`config.mk`:
```
export PLATFORM = sky130hd
export DESIGN_NAME = fpu_bist
export DESIGN_NICKNAME = d
export VERILOG_FILES = /design/src/rtl/fpu_bist_pkg.sv /design/src/rtl/fpu_bist_delay.sv /design/src/rtl/fpu_bist.sv
export SDC_FILE = /design/constraint.sdc
export NUM_CORES = 1
export LEC_CHECK = 0
export ABC_AREA = 0
export CAP_MARGIN = 20
export CORE_MARGIN = 2
export CORE_UTILIZATION = 38
export CTS_CLUSTER_DIAMETER = 200
export CTS_CLUSTER_SIZE = 10
export DETAILED_ROUTE_END_ITERATION = 6
export GPL_TIMING_DRIVEN = 0
export PLACE_DENSITY = 0.64
export SLEW_MARGIN = 20
export SYNTH_ARGS = -nofsm -noshare
export SYNTH_HDL_FRONTEND = slang
export SYNTH_SLANG_ARGS = --single-unit
```
`constraint.sdc`:
```
create_clock -name clk -period 3.6 [get_ports clk]
set_clock_uncertainty 0.2 [all_clocks]
set_input_delay 0.9 -clock clk [delete_from_list [all_inputs] [get_ports clk]]
set_output_delay 0.9 -clock clk [all_outputs]
set_load 0.005 [all_outputs]
```
`src/rtl/fpu_bist_pkg.sv`:
```
// Shared types and constants for the bfloat16 fpu self-test initiator.
// Holds one-hot mode codes, the run-state enum and a mode legality check.
package fpu_bist_pkg;

  localparam int BF16_W = 16;

  localparam logic [3:0] MODE_ADD = 4'b0001;
  localparam logic [3:0] MODE_SUB = 4'b0010;
  localparam logic [3:0] MODE_MUL = 4'b0100;
  localparam logic [3:0] MODE_DIV = 4'b1000;

  typedef enum logic [1:0] {
    ST_IDLE,
    ST_ISSUE,
    ST_DRAIN,
    ST_DONE
  } state_e;

  function automatic logic is_onehot4(
    input logic [3:0] m
  );
    logic ok;
    ok = 1'b0;
    case (m)
      MODE_ADD, MODE_SUB,
      MODE_MUL, MODE_DIV: ok = 1'b1;
      default:            ok = 1'b0;
    endcase
    return ok;
  endfunction

endpackage

```
`src/rtl/fpu_bist_delay.sv`:
```
// Fixed-depth shift register aligning {valid, data} with fpu latency.
// Ports: in_valid/in_data enter, out_valid/out_data leave after DEPTH
// cycles; pend flags valid entries still short of the output stage.
module fpu_bist_delay #(
  parameter int DEPTH = 1,
  parameter int W     = 8
) (
  input  logic         clk,
  input  logic         rst,
  input  logic         in_valid,
  input  logic [W-1:0] in_data,
  output logic         out_valid,
  output logic [W-1:0] out_data,
  output logic         pend
);

  logic [DEPTH-1:0] vld_q;
  logic [W-1:0]     dat_q [DEPTH];

  always_ff @(posedge clk) begin
    if (rst) begin
      vld_q <= '0;
      for (int i = 0; i < DEPTH; i++)
        dat_q[i] <= '0;
    end else begin
      vld_q[0] <= in_valid;
      dat_q[0] <= in_data;
      for (int i = 1; i < DEPTH; i++) begin
        vld_q[i] <= vld_q[i-1];
        dat_q[i] <= dat_q[i-1];
      end
    end
  end

  assign out_valid = vld_q[DEPTH-1];
  assign out_data  = dat_q[DEPTH-1];

  generate
    if (DEPTH > 1) begin : g_pend
      assign pend = |vld_q[DEPTH-2:0];
    end else begin : g_nopend
      assign pend = 1'b0;
    end
  endgenerate

endmodule

```
`src/rtl/fpu_bist.sv`:
```
// Self-test initiator: streams ROM vectors into the fpu, checks results.
// Ports: start/mode/count in, ROM addr/data, fpu drive/return, status out.
module fpu_bist
  import fpu_bist_pkg::*;
#(
  parameter int ADDR_W      = 8,
  parameter int FPU_LATENCY = 0,
  parameter int CNT_W       = 16
) (
  input  logic              clk,
  input  logic              rst,
  input  logic              start_i,
  input  logic [3:0]        mode_sel_i,
  input  logic [ADDR_W:0]   num_vec_i,
  output logic [ADDR_W-1:0] vec_addr_o,
  input  logic [15:0]       vec_a_i,
  input  logic [15:0]       vec_b_i,
  input  logic [15:0]       vec_gold_i,
  output logic [3:0]        fpu_mode_o,
  output logic [15:0]       fpu_in1_o,
  output logic [15:0]       fpu_in2_o,
  input  logic [15:0]       fpu_out_i,
  input  logic              fpu_ovf_i,
  output logic              busy_o,
  output logic              done_o,
  output logic              pass_o,
  output logic              bad_mode_o,
  output logic [CNT_W-1:0]  err_cnt_o,
  output logic [CNT_W-1:0]  ovf_cnt_o,
  output logic [ADDR_W-1:0] first_err_idx_o,
  output logic [15:0]       first_err_got_o
);

  localparam int NW = ADDR_W + 1;
  localparam int DW = ADDR_W + BF16_W;

  state_e state_q, state_d;

  logic              accept;
  logic              mode_ok;
  logic              last_issue;
  logic [NW-1:0]     num_q;
  logic [ADDR_W-1:0] addr_q;
  logic [3:0]        mode_q;
  logic              bad_q;
  logic              rd_vld_q;
  logic [ADDR_W-1:0] rd_idx_q;
  logic [15:0]       in1_q, in2_q;
  logic [CNT_W-1:0]  err_q, ovf_q;
  logic [ADDR_W-1:0] fidx_q;
  logic [15:0]       fgot_q;

  logic              cmp_vld;
  logic [DW-1:0]     cmp_dat;
  logic              dl_pend;
  logic [15:0]       cmp_gold;
  logic [ADDR_W-1:0] cmp_idx;

  assign accept  = start_i &&
                   (state_q == ST_IDLE ||
                    state_q == ST_DONE);
  assign mode_ok = is_onehot4(mode_sel_i);

  // Address never advances past the final vector, so it cannot wrap.
  assign last_issue =
    ({1'b0, addr_q} == num_q - NW'(1));

  always_ff @(posedge clk) begin
    if (rst) state_q <= ST_IDLE;
    else     state_q <= state_d;
  end

  always_comb begin
    state_d = state_q;
    unique case (state_q)
      ST_IDLE, ST_DONE: begin
        if (start_i) begin
          if (!mode_ok)
            state_d = ST_DONE;
          else if (num_vec_i == '0)
            state_d = ST_DONE;
          else
            state_d = ST_ISSUE;
        end
      end
      ST_ISSUE: begin
        if (last_issue) state_d = ST_DRAIN;
      end
      // Leave once the entry at the compare stage is the last one.
      ST_DRAIN: begin
        if (!rd_vld_q && !dl_pend)
          state_d = ST_DONE;
      end
      default: state_d = ST_IDLE;
    endcase
  end

  fpu_bist_delay #(
    .DEPTH (FPU_LATENCY + 1),
    .W     (DW)
  ) u_delay (
    .clk       (clk),
    .rst       (rst),
    .in_valid  (rd_vld_q),
    .in_data   ({rd_idx_q, vec_gold_i}),
    .out_valid (cmp_vld),
    .out_data  (cmp_dat),
    .pend      (dl_pend)
  );

  assign cmp_gold = cmp_dat[BF16_W-1:0];
  assign cmp_idx  = cmp_dat[DW-1:BF16_W];

  always_ff @(posedge clk) begin
    if (rst) begin
      num_q    <= '0;
      addr_q   <= '0;
      mode_q   <= '0;
      bad_q    <= 1'b0;
      rd_vld_q <= 1'b0;
      rd_idx_q <= '0;
      in1_q    <= '0;
      in2_q    <= '0;
      err_q    <= '0;
      ovf_q    <= '0;
      fidx_q   <= '0;
      fgot_q   <= '0;
    end else begin
      rd_vld_q <= (state_q == ST_ISSUE);
      rd_idx_q <= addr_q;
      if (rd_vld_q) begin
        in1_q <= vec_a_i;
        in2_q <= vec_b_i;
      end
      if (accept) begin
        mode_q <= mode_sel_i;
        num_q  <= num_vec_i;
        bad_q  <= !mode_ok;
        addr_q <= '0;
        err_q  <= '0;
        ovf_q  <= '0;
        fidx_q <= '0;
        fgot_q <= '0;
      end else begin
        if (state_q == ST_ISSUE && !last_issue)
          addr_q <= addr_q + 1'b1;
        if (cmp_vld) begin
          if (fpu_out_i != cmp_gold) begin
            if (err_q == '0) begin
              fidx_q <= cmp_idx;
              fgot_q <= fpu_out_i;
            end
            if (err_q != '1)
              err_q <= err_q + 1'b1;
          end
          if (fpu_ovf_i && ovf_q != '1)
            ovf_q <= ovf_q + 1'b1;
        end
      end
    end
  end

  assign vec_addr_o      = addr_q;
  assign fpu_mode_o      = mode_q;
  assign fpu_in1_o       = in1_q;
  assign fpu_in2_o       = in2_q;
  assign busy_o          = (state_q == ST_ISSUE) ||
                           (state_q == ST_DRAIN);
  assign done_o          = (state_q == ST_DONE);
  assign pass_o          = done_o && (err_q == '0) &&
                           !bad_q;
  assign bad_mode_o      = bad_q;
  assign err_cnt_o       = err_q;
  assign ovf_cnt_o       = ovf_q;
  assign first_err_idx_o = fidx_q;
  assign first_err_got_o = fgot_q;

endmodule

```
==> metrics.md, run 1 <==
| Metric | Value |
|---|---|
| Status | `finished clean` |
| DRT antenna net count | `0` |
| Power share of the clock group | `38.4%` |
| Post-synth EDFFs | `0` |
| Initial antenna violation count | `0` |
| Main synth FF type | `dfxtp_1` |
| Crit path DAT | `2220 ps` |
| CP Launch Point | `err_cnt_o[0]$_SDFFE_PP0P_` |
| Clock transition at the registers of the reported paths | `60 ps` |
| Core ar. | `0.0150 sq mm` |
| RSZ-0062 raised after global routing | `false` |
| Final Setup Violations | `0` |
| Design area | `0.00850 sq mm` |
| Nets@finish | `881` |
| Largest net degree at the start of global routing | `17` |
| Syn_area_per_cell | `9.86 sq um` |
| TritonCTS Buffers | `17` |
| Count of pins over their slew limit | `0` |
| Gp weighted congestion | `0.780` |
| Slew @ Worst Pin | `790 ps` |
| Pwr dens | `558 mW/mm^2` |
| Switching Share | `27.1%` |
| Seq/Total Area, Yosys | `50.5%` |
| MaxCap Viol Count | `0` |
| Flops & latches, synth | `146` |
| Post-Syn Area | `0.00579 sq mm` |
| CTS tree | `yes` |
| Grt ovf | `0` |
| Hold Fails Final Rpt | `0` |
| Fillers | `1307` |
| 1st-iter DRT viols | `153` |
| Cts hold-fix bufs | `0` |
| Startpoint types | `register` |
| Element type at the critical path end | `primary output` |
| Worst Path Required | `2500 ps` |
| Std-Cell Rows | `45` |
| Final Cycle Share | `92.3%` |
| DRT Pass-1 Iters | `4` |
| Worst skew pair latency | `410 ps` |
| HP Class | `register to register` |
| Distinct cells, synth | `47` |
| Cells after synthesis | `587` |
| Post-Route WL | `14.5 mm` |
| Gate power share | `22.6%` |
| Asr flop ratio synth | `0%` |
| Total track usage | `17.7%` |
| Cell family with most CP delay | `buffers and inverters` |
| Vias in the first global route | `4724` |
| Cell Int Power | `3450 uW` |
| Sequential cell area | `0.00292 sq mm` |
| CP max FO | `5` |
| Flop pwr share | `39.0%` |
| DIE AREA | `0.0162 sq mm` |
| Finished Layout Cells | `991` |
| Die extent in y | `127 um` |
| First-pass GRT wire length | `22.9 mm` |
| Die Wd | `127 um` |
| Slowest-stage cell, CP | `clkdlybuf4s50_1` |
| Final core occ | `56.6%` |
| Placed Cells | `958` |
| DRC errors left | `0` |
| Final period demand of the worst path | `3320 ps` |
| Total power | `4740 uW` |
| Leakage | `0.00303 uW` |
| Share of cells above drive strength 1 | `6.10%` |
| Relative slew slack | `47.4%` |
| Worst Path Buf+Inv | `3` |
| WL per Instance | `14.6 um` |
| Setup CP Type | `register to primary output` |
| Initial core utilization | `38.5%` |
| CTS root buffer | `clkbuf_16` |
| Max Buffers Root-to-Sink | `2` |
| DP HPWL | `10.8 mm` |
| Setup TNS | `0 ps` |
| Depth of the CTS H-tree | `4` |
| Worst-path cell chain | `inv_1 -> ha_1 -> nor4b_1 -> nand4_1 -> buf_4 -> nor3b_2 -> clkdlybuf4s50_1` |
| Reported net switching power | `1290 uW` |
| Placed cell areas | `0.00787 sq mm` |
| Worst R2R Setup Slack | `690 ps` |
| Syn Nets | `677` |
| HP Start | `rd_idx_q[6]$_SDFF_PP0_` |
| Multi-input combinational cell area | `0.00272 sq mm` |
| Fmax | `0.301 GHz` |
| Worst IR Drop VDD | `0.327 mV` |
| Synth Warn # | `0` |
| DR vias/cell | `4.89` |
| Inserted Diodes | `0` |
| Crit path largest cell delay | `520 ps` |
| Layout area overhead | `46.8%` |
| Port Buf Inserts | `183` |
| Total number of vias | `4846` |
| Origin of the critical flop-to-flop path | `num_q[0]$_SDFFE_PP0P_` |
| Clock sinks | `146` |
| IO Count | `185` |
state kept, by name, indices dropped and copies added (netlist names), 4 cells and up:
register,count
fpu_in1_o,16
first_err_got_o,16
ovf_cnt_o,16
rd_idx_q,8
first_err_idx_o,8
fpu_mode_o,4
fpu_in2_o,16
num_q,9
err_cnt_o,16
vec_addr_o,8
u_delay.dat_q,24
per-stage QoR:
step	worst slack, ps	hold WS [ps]
after global placement	-527	223
after detailed placement	-115	224
final	277	234
after CTS	56.4	235
after global routing	91.6	259
after floorplan	813	214
what timing repair did:
action	4_1_cts	5_1_grt
gates resized for setup	0	1
setup endpoints to repair	0	1
setup buffers	0	2
Yosys cell counts, types with 2 or more instances:
cell type	count	area share, %
or3_1	9	0.97
and4_1	7	1.1
nor2b_1	33	3.6
a22o_1	11	1.7
clkbuf_1	22	1.4
and2_1	2	0.22
nor3_1	4	0.35
a211oi_2	3	0.65
inv_1	12	0.78
xor2_1	22	3.3
o41ai_1	2	0.30
ha_1	9	1.9
xnor2_1	30	4.5
and3_1	5	0.54
o21ai_0	13	1.1
dfxtp_1	146	50
nor4b_1	2	0.30
mux2i_1	59	10
nor4_1	5	0.54
nand2_1	24	1.6
o21a_1	2	0.26
nand4_1	11	1.2
nor2_1	97	6.3
nand3_1	13	1.1
or4_1	4	0.52
o211ai_1	4	0.52
nor3b_1	2	0.26
a21oi_1	13	1.1
buf_2	3	0.26
cells in the final DEF, fill, tap and decap left out, types with 2 or more instances in the layout:
master / netlist / layout
xor2_1: 22 / 22
o21a_1: 2 / 2
or3_1: 9 / 9
ha_1: 9 / 9
a22o_1: 11 / 11
nand3_1: 13 / 13
a21oi_1: 13 / 13
and2_1: 2 / 2
o21ai_0: 13 / 13
or4_1: 4 / 4
clkinvlp_4: 0 / 6
and3_1: 5 / 5
buf_2: 3 / 3
bufinv_16: 0 / 4
nand4_1: 11 / 11
xnor2_1: 30 / 30
nor4_1: 5 / 5
mux2i_1: 59 / 59
nand2_1: 24 / 24
buf_4: 0 / 2
nor2_1: 97 / 97
nor4b_1: 2 / 2
clkinv_4: 0 / 2
o211ai_1: 4 / 4
a211oi_2: 3 / 3
inv_1: 12 / 12
clkbuf_16: 0 / 17
clkbuf_1: 22 / 23
nor2b_1: 33 / 33
clkdlybuf4s50_1: 0 / 183
dfxtp_1: 146 / 146
nor3_1: 4 / 4
and4_1: 7 / 7
power groups by stage:
stage          registers, uW  clock network, uW  logic [uW]
2_1_floorplan           1870                  0         622
3_3_place_gp            1880                  0        1040
3_5_place_dp            1880                  0        1070
4_1_cts                 1850               1870        1080
5_1_grt                 1870               1930        1170
6_report                1850               1820        1070
worst reg2reg max path: cells and delay by family (launching register included):
| kind | cells | cell delay, ps |
|---|---|---|
| simple gates | 4 | 1090 |
| flops | 1 | 340 |
| compound gates | 1 | 330 |
| buf+inv | 2 | 290 |
| mux | 1 | 190 |
| fa+ha+maj | 1 | 180 |
| xor+xnor | 1 | 140 |
layout make-up:
type	instances	area share, %
Clock inverter	13	2.21
Timing Repair Buffer	185	21.7
Buffer	27	1.34
Multi-Input combinational cell	402	32.0
Inverter	12	0.530
Tap cell	188	2.77
Clock buffer	18	5.05
Sequential cell	146	34.4
logic make-up (layout without fill, tap and decap cells):
kind of cell             Yosys count  count (layout)  share of synthesized area, %
buffers and inverters             39             255                          2.74
AO/OA/AOI/OAI                     59              59                          7.28
adder cells (fa/ha/maj)            9               9                          1.94
XOR/XNOR                          52              52                          7.87
multiplexers                      59              59                          10.2
AND/OR/NAND/NOR                  223             223                          19.5
flip-flops                       146             146                          50.5
path summary, 6_finish.rpt:
path	endpoint	cells past startpoint
hold reg to reg	u_delay.dat_q[0][22]$_SDFF_PP0_	1
hold / removal	u_delay.dat_q[0][22]$_SDFF_PP0_	1
setup / recovery	pass_o	7
setup reg to reg	vec_addr_o[1]$_SDFFE_PP0P_	10
layer usage:
layer | wire length [um] | vias to the layer above | track usage [%]
li1 | - | 2425 | -
met1 | 6500 | 2271 | 21.9
met2 | 6870 | 129 | 29.2
met3 | 786 | 21 | 5.28
met4 | 323 | 0 | 6.40
met5 | 0 | - | 0
Note: power is estimated with default switching activity, not from simulation.
==> inputs of run 2 (changes only) <==
- PLACE_DENSITY: 0.64 -> 0.78
==> run 2 against run 1 <==
Effect of this change: hold slack barely moved; critical path depth is 1 lower; largest cell class unchanged; critical endpoint unchanged; clock-buffer cell count is 5 higher; via count is 2.3% lower; wire length decreased by 1.7%; largest power group unchanged.
==> metrics.md, run 2 (same netlist as run 1, synthesis figures left out) <==
| Metric | Value |
|---|---|
| Status | `finished clean` |
| DR vias/cell | `4.78` |
| Largest register FFs | `24` |
| Cell Int Power | `3450 uW` |
| Die extent in y | `127 um` |
| Initial core utilization | `38.5%` |
| Reported net switching power | `1260 uW` |
| Crit path DAT | `2360 ps` |
| MaxCap Viol Count | `0` |
| Relative slew slack | `52.2%` |
| Port Buf Inserts | `183` |
| Std-Cell Rows | `45` |
| Clock transition at the registers of the reported paths | `60 ps` |
| Pwr dens | `556 mW/mm^2` |
| Hold Fails Final Rpt | `0` |
| Gp weighted congestion | `0.806` |
| Die Wd | `127 um` |
| DRC errors left | `0` |
| Nets@finish | `880` |
| Most common cell after layout, fill and taps aside | `clkdlybuf4s50_1` |
| CTS root buffer | `clkbuf_16` |
| DRT antenna net count | `0` |
| Final Setup Violations | `0` |
| DIE AREA | `0.0162 sq mm` |
| Most frequent cells in the layout | `clkdlybuf4s50_1 (183), dfxtp_1 (146), nor2_1 (97), mux2i_1 (59), nor2b_1 (33)` |
| TritonCTS Buffers | `17` |
| CP max FO | `5` |
| Worst Path Required | `2500 ps` |
| Final Cycle Share | `96.1%` |
| First-pass GRT wire length | `22.7 mm` |
| HP Class | `register to register` |
| Fmax | `0.289 GHz` |
| Count of pins over their slew limit | `0` |
| Layout area overhead | `46.6%` |
| Design area | `0.00849 sq mm` |
| CTS tree | `yes` |
| Largest register by flop count | `u_delay.dat_q` |
| Setup CP Type | `register to primary output` |
| Initial antenna violation count | `0` |
| Vias in the first global route | `4495` |
| Largest net degree at the start of global routing | `17` |
| Worst Path Buf+Inv | `2` |
| Worst-path cell chain | `inv_1 -> ha_1 -> nor4b_1 -> nand4_1 -> nor3b_1 -> clkdlybuf4s50_1` |
| Post-Route WL | `14.2 mm` |
| DP HPWL | `10.4 mm` |
| Fillers | `1343` |
| Crit path largest cell delay | `550 ps` |
| Cts hold-fix bufs | `0` |
| Inserted Diodes | `0` |
| Depth of the CTS H-tree | `4` |
| Total number of vias | `4733` |
| IO Count | `185` |
| Element type at the critical path end | `primary output` |
| DRT Pass-1 Iters | `4` |
| Clock sinks | `146` |
| Final period demand of the worst path | `3460 ps` |
| PnR worst setup slack | `140 ps` |
| Startpoint types | `register` |
| Power share of the clock group | `38.5%` |
| Final core occ | `56.5%` |
| Cell family with most CP delay | `simple AND/OR/NAND/NOR gates` |
| Switching Share | `26.8%` |
| Worst skew pair latency | `420 ps` |
| WL per Instance | `14.4 um` |
| Worst IR Drop VDD | `0.339 mV` |
| Total track usage | `17.7%` |
| Flop pwr share | `39.2%` |
| Slew @ Worst Pin | `717 ps` |
| Leakage | `0.00304 uW` |
| RSZ-0062 raised after global routing | `false` |
| Slowest-stage cell, CP | `clkdlybuf4s50_1` |
| Placed cell areas | `0.00786 sq mm` |
| Sequential cell area | `0.00292 sq mm` |
| Final hold slack | `234 ps` |
| Pre-CTS WS | `-508 ps` |
| Gate power share | `22.3%` |
| Max Buffers Root-to-Sink | `2` |
| 1st-iter DRT viols | `258` |
| Share of cells above drive strength 1 | `5.85%` |
| Core ar. | `0.0150 sq mm` |
| Grt ovf | `0` |
| Multi-input combinational cell area | `0.00272 sq mm` |
## run 2: path summary, 6_finish.rpt
kind                              from                               to  slack [ps]  cells after the start
max          err_cnt_o[0]$_SDFFE_PP0P_                           pass_o         140                      6
min             rd_idx_q[7]$_SDFF_PP0_  u_delay.dat_q[0][23]$_SDFF_PP0_         230                      1
max reg2reg      num_q[0]$_SDFFE_PP0P_       vec_addr_o[1]$_SDFFE_PP0P_         660                     10
min reg2reg     rd_idx_q[7]$_SDFF_PP0_  u_delay.dat_q[0][23]$_SDFF_PP0_         230                      1
## run 2: repair_timing
action | 4_1_cts | 5_1_grt
buffers inserted | 0 | 1
gates cloned | 0 | 0
gates resized for setup | 1 | 0
endpoints found under the setup margin | 20 | 1
pin swaps | 0 | 1
## run 2: per-layer routing
| layer | up-vias | GRT usage [%] | wire (um) | part of all wire, % |
|---|---|---|---|---|
| met5 | - | 0 | 0 | 0 |
| met4 | 0 | 7.63 | 367 | 2.6 |
| met3 | 32 | 5.23 | 809 | 5.7 |
| met2 | 128 | 27.9 | 6600 | 46 |
| met1 | 2155 | 22.6 | 6450 | 45 |
| li1 | 2418 | - | - | - |
## run 2: stage by stage
| stage | setup TNS (ps) | total power (uW) | std cells |
|---|---|---|---|
| floorplan | 0 | 2490 | 587 |
| global placement | -11010 | 2920 | 958 |
| detailed placement | -11480 | 2930 | 958 |
| CTS | 0 | 4760 | 990 |
| global route | 0 | 4950 | 991 |
| finish | 0 | 4720 | 991 |
## run 2: power groups by stage
stage,Clock [uW],Sequential [uW],Combinational [uW]
floorplan,0,1870,622
global placement,0,1880,1040
detailed placement,0,1880,1050
CTS,1840,1850,1060
global route,1910,1870,1160
finish,1820,1850,1050
## run 2: area by class of cell
cell class	instances	area share [%]
well taps	188	2.77
multi-input cells	402	32.0
clock inverters	9	1.50
clock buffers	23	5.75
inverters	12	0.531
plain buffers	27	1.34
repair buffers	184	21.7
flip-flops and latches	146	34.4
==> inputs of run 3 (changes only) <==
- PLACE_DENSITY: 0.78 -> 0.77
- SYNTH_HIERARCHICAL: default -> 1
==> run 3 against run 2 <==
Effect of this change: synthesized cell count rose by 4.8%; flip-flop and latch count did not move; final area rose by 2.0%.
==> metrics.md, run 3 <==
| Metric | Value |
|---|---|
| Slew @ Worst Pin | `697 ps` |
| Initial antenna violation count | `0` |
| Design area | `0.00866 sq mm` |
| Met3 wire length | `940 um` |
| Hold Fails Final Rpt | `0` |
| Largest net degree at the start of global routing | `17` |
| Placed cell areas | `0.00807 sq mm` |
| HP Class | `register to register` |
| Relative slew slack | `53.5%` |
| Met2 routed WL | `7.34 mm` |
| Layout area overhead | `45.2%` |
| Flops & latches, synth | `146` |
| Cts hold-fix bufs | `0` |
| WL per Instance | `14.2 um` |
| Seq/Total Area, Yosys | `49.0%` |
| Sequential cell area | `0.00292 sq mm` |
| Crit path DAT | `2220 ps` |
| Vias in the first global route | `4717` |
| Port Buf Inserts | `184` |
| Cell Int Power | `3290 uW` |
| Post-Route WL | `14.8 mm` |
| DRT antenna net count | `0` |
| Post-Syn Area | `0.00596 sq mm` |
| Total track usage | `17.7%` |
| Post-synth EDFFs | `0` |
| 1st-iter DRT viols | `196` |
| Clock sinks | `146` |
| Largest cells by area after synthesis | `dfxtp_1 (49%), mux2i_1 (9.7%), xnor2_1 (6.0%)` |
| Core ar. | `0.0153 sq mm` |
| Final period demand of the worst path | `3320 ps` |
| Initial core utilization | `39.1%` |
| Max Buffers Root-to-Sink | `2` |
| Final hold slack | `234 ps` |
| Power share of the clock group | `37.9%` |
| Leakage | `0.00325 uW` |
| Distinct cells, synth | `57` |
| RSZ-0062 raised after global routing | `false` |
| Highest Signal Layer | `met5` |
| Inserted Diodes | `0` |
| Placed Cells | `1010` |
| Finished Layout Cells | `1042` |
| Most frequent cells in the layout | `clkdlybuf4s50_1 (184), dfxtp_1 (146), nor2_1 (95), mux2i_1 (58), xnor2_1 (41)` |
| Grt ovf | `0` |
| Count of pins over their slew limit | `0` |
| Largest register by flop count | `u_delay/dat_q` |
| Gate power share | `21.8%` |
| DR vias/cell | `4.80` |
| Status | `finished clean` |
| MaxCap Viol Count | `0` |
| Most common cell after layout, fill and taps aside | `clkdlybuf4s50_1` |
| Pwr dens | `527 mW/mm^2` |
| PnR worst setup slack | `279 ps` |
| Element type at the critical path end | `primary output` |
| Worst skew pair latency | `420 ps` |
| Top-count cell post-synth | `dfxtp_1` |
| Syn_area_per_cell | `9.69 sq um` |
| Largest register FFs | `24` |
| Reported net switching power | `1280 uW` |
| Die Wd | `129 um` |
| Share of cells above drive strength 1 | `6.86%` |
| Multi-input combinational cell area | `0.00283 sq mm` |
| DRC errors left | `0` |
| Final core occ | `56.8%` |
| Total number of vias | `4997` |
| Final Cycle Share | `92.3%` |
| Setup CP Type | `register to primary output` |
| Fillers | `1363` |
| Die extent in y | `129 um` |
| CP max FO | `5` |
| DP HPWL | `11.0 mm` |
| Switching Share | `27.9%` |
| Flop pwr share | `40.3%` |
| IO Count | `185` |
| First-pass GRT wire length | `23.3 mm` |
| Worst IR Drop VDD | `0.346 mV` |
| Fmax | `0.301 GHz` |
| DRT Pass-1 Iters | `4` |
| Final Setup Violations | `0` |
| Main synth FF type | `dfxtp_1` |
| Syn Nets | `705` |
| Nets@finish | `908` |
| Pre-CTS WS | `-386 ps` |
| Clock transition at the registers of the reported paths | `60 ps` |
| Depth of the CTS H-tree | `4` |
| Synth Warn # | `6` |
| Setup Fix Bufs, Post-CTS | `0` |
| Cells after synthesis | `615` |
| DIE AREA | `0.0167 sq mm` |
| Synth top cells by count | `dfxtp_1 (146), nor2_1 (95), mux2i_1 (58)` |
| Startpoint types | `register` |
| Yosys top cell by area | `dfxtp_1` |
| Gp weighted congestion | `0.839` |
| DRT met1 WL | `6.31 mm` |
| TritonCTS Buffers | `17` |
| CTS tree | `yes` |
| Std-Cell Rows | `45` |
| Asr flop ratio synth | `0%` |
| CTS root buffer | `clkbuf_16` |
| Synth top area share | `49.0%` |
| Worst Path Required | `2500 ps` |
[run 3: cell count changes in the layout (fill, tap and decap cells not counted), moves of 4 or more]
cell	change
inv_1	+5
buf_1	+4
or4_1	-4
nor4_1	+5
clkbuf_1	-8
nand4_1	+6
xnor2_1	+11
xor2_1	-15
clkbuf_8	-4
buf_4	+4
a21oi_1	+8
nor3_1	+8
o21ai_0	+5
[run 3: layout make-up]
cell class / instances / share of cell area, %
clock inverters: 14 / 1.79
plain buffers: 29 / 1.82
well taps: 211 / 3.05
inverters: 17 / 0.737
repair buffers: 184 / 21.3
multi-input cells: 423 / 32.6
clock buffers: 18 / 4.96
flip-flops and latches: 146 / 33.8
[run 3: what timing repair did]
action / CTS / global route
gates resized for setup: 0 / 1
setup endpoints to repair: 0 / 10
endpoints found under the hold margin: 0 / 0
[run 3: cell families (layout without fill, tap and decap cells)]
family	after synthesis	after routing	share of synthesized area, %
simple gates	240	240	21.1
mux	60	60	10.1
other cells	1	1	0.0629
xor+xnor	48	48	7.05
buf+inv	46	262	3.71
compound gates	65	65	7.07
fa+ha+maj	9	9	1.89
flops	146	146	49.0
[run 3: per-layer routing]
layer,vias to the layer above,global-route usage [%]
li1,2520,-
met1,2326,21.7
met2,132,30.3
met3,17,4.25
met4,2,5.95
met5,-,0
[run 3: worst paths after layout]
check | cells past startpoint | slack (ps) | endpoint | startpoint
min | 1 | 230 | u_delay/dat_q[0][22]$_SDFF_PP0_ | rd_idx_q[6]$_SDFF_PP0_
max reg2reg | 8 | 840 | state_q[1]$_SDFFE_PP0P_ | num_q[0]$_SDFFE_PP0P_
min reg2reg | 1 | 230 | u_delay/dat_q[0][22]$_SDFF_PP0_ | rd_idx_q[6]$_SDFF_PP0_
max | 6 | 280 | pass_o | err_cnt_o[0]$_SDFFE_PP0P_
[run 3: worst max-delay path, cell delays in order, from the launching register on]
cell	delay, ps
dfxtp_1	360
inv_1	80
ha_1	150
nor4b_1	230
nand4_1	230
nor3b_1	250
clkdlybuf4s50_1	530
[run 3: metrics by stage]
| stage | total power (uW) | TNS [ps] |
|---|---|---|
| after CTS | 4620 | 0 |
| final | 4570 | 0 |
| after global routing | 4800 | 0 |
| after global placement | 2850 | -10120 |
| after floorplan | 2440 | 0 |
| after detailed placement | 2870 | -10210 |
[run 3: power by group through the flow]
stage | clock network, uW | logic (uW) | registers (uW)
after floorplan | 0 | 584 | 1860
after global placement | 0 | 986 | 1870
after detailed placement | 0 | 1000 | 1870
after CTS | 1770 | 1010 | 1840
after global routing | 1840 | 1100 | 1850
final | 1730 | 996 | 1840
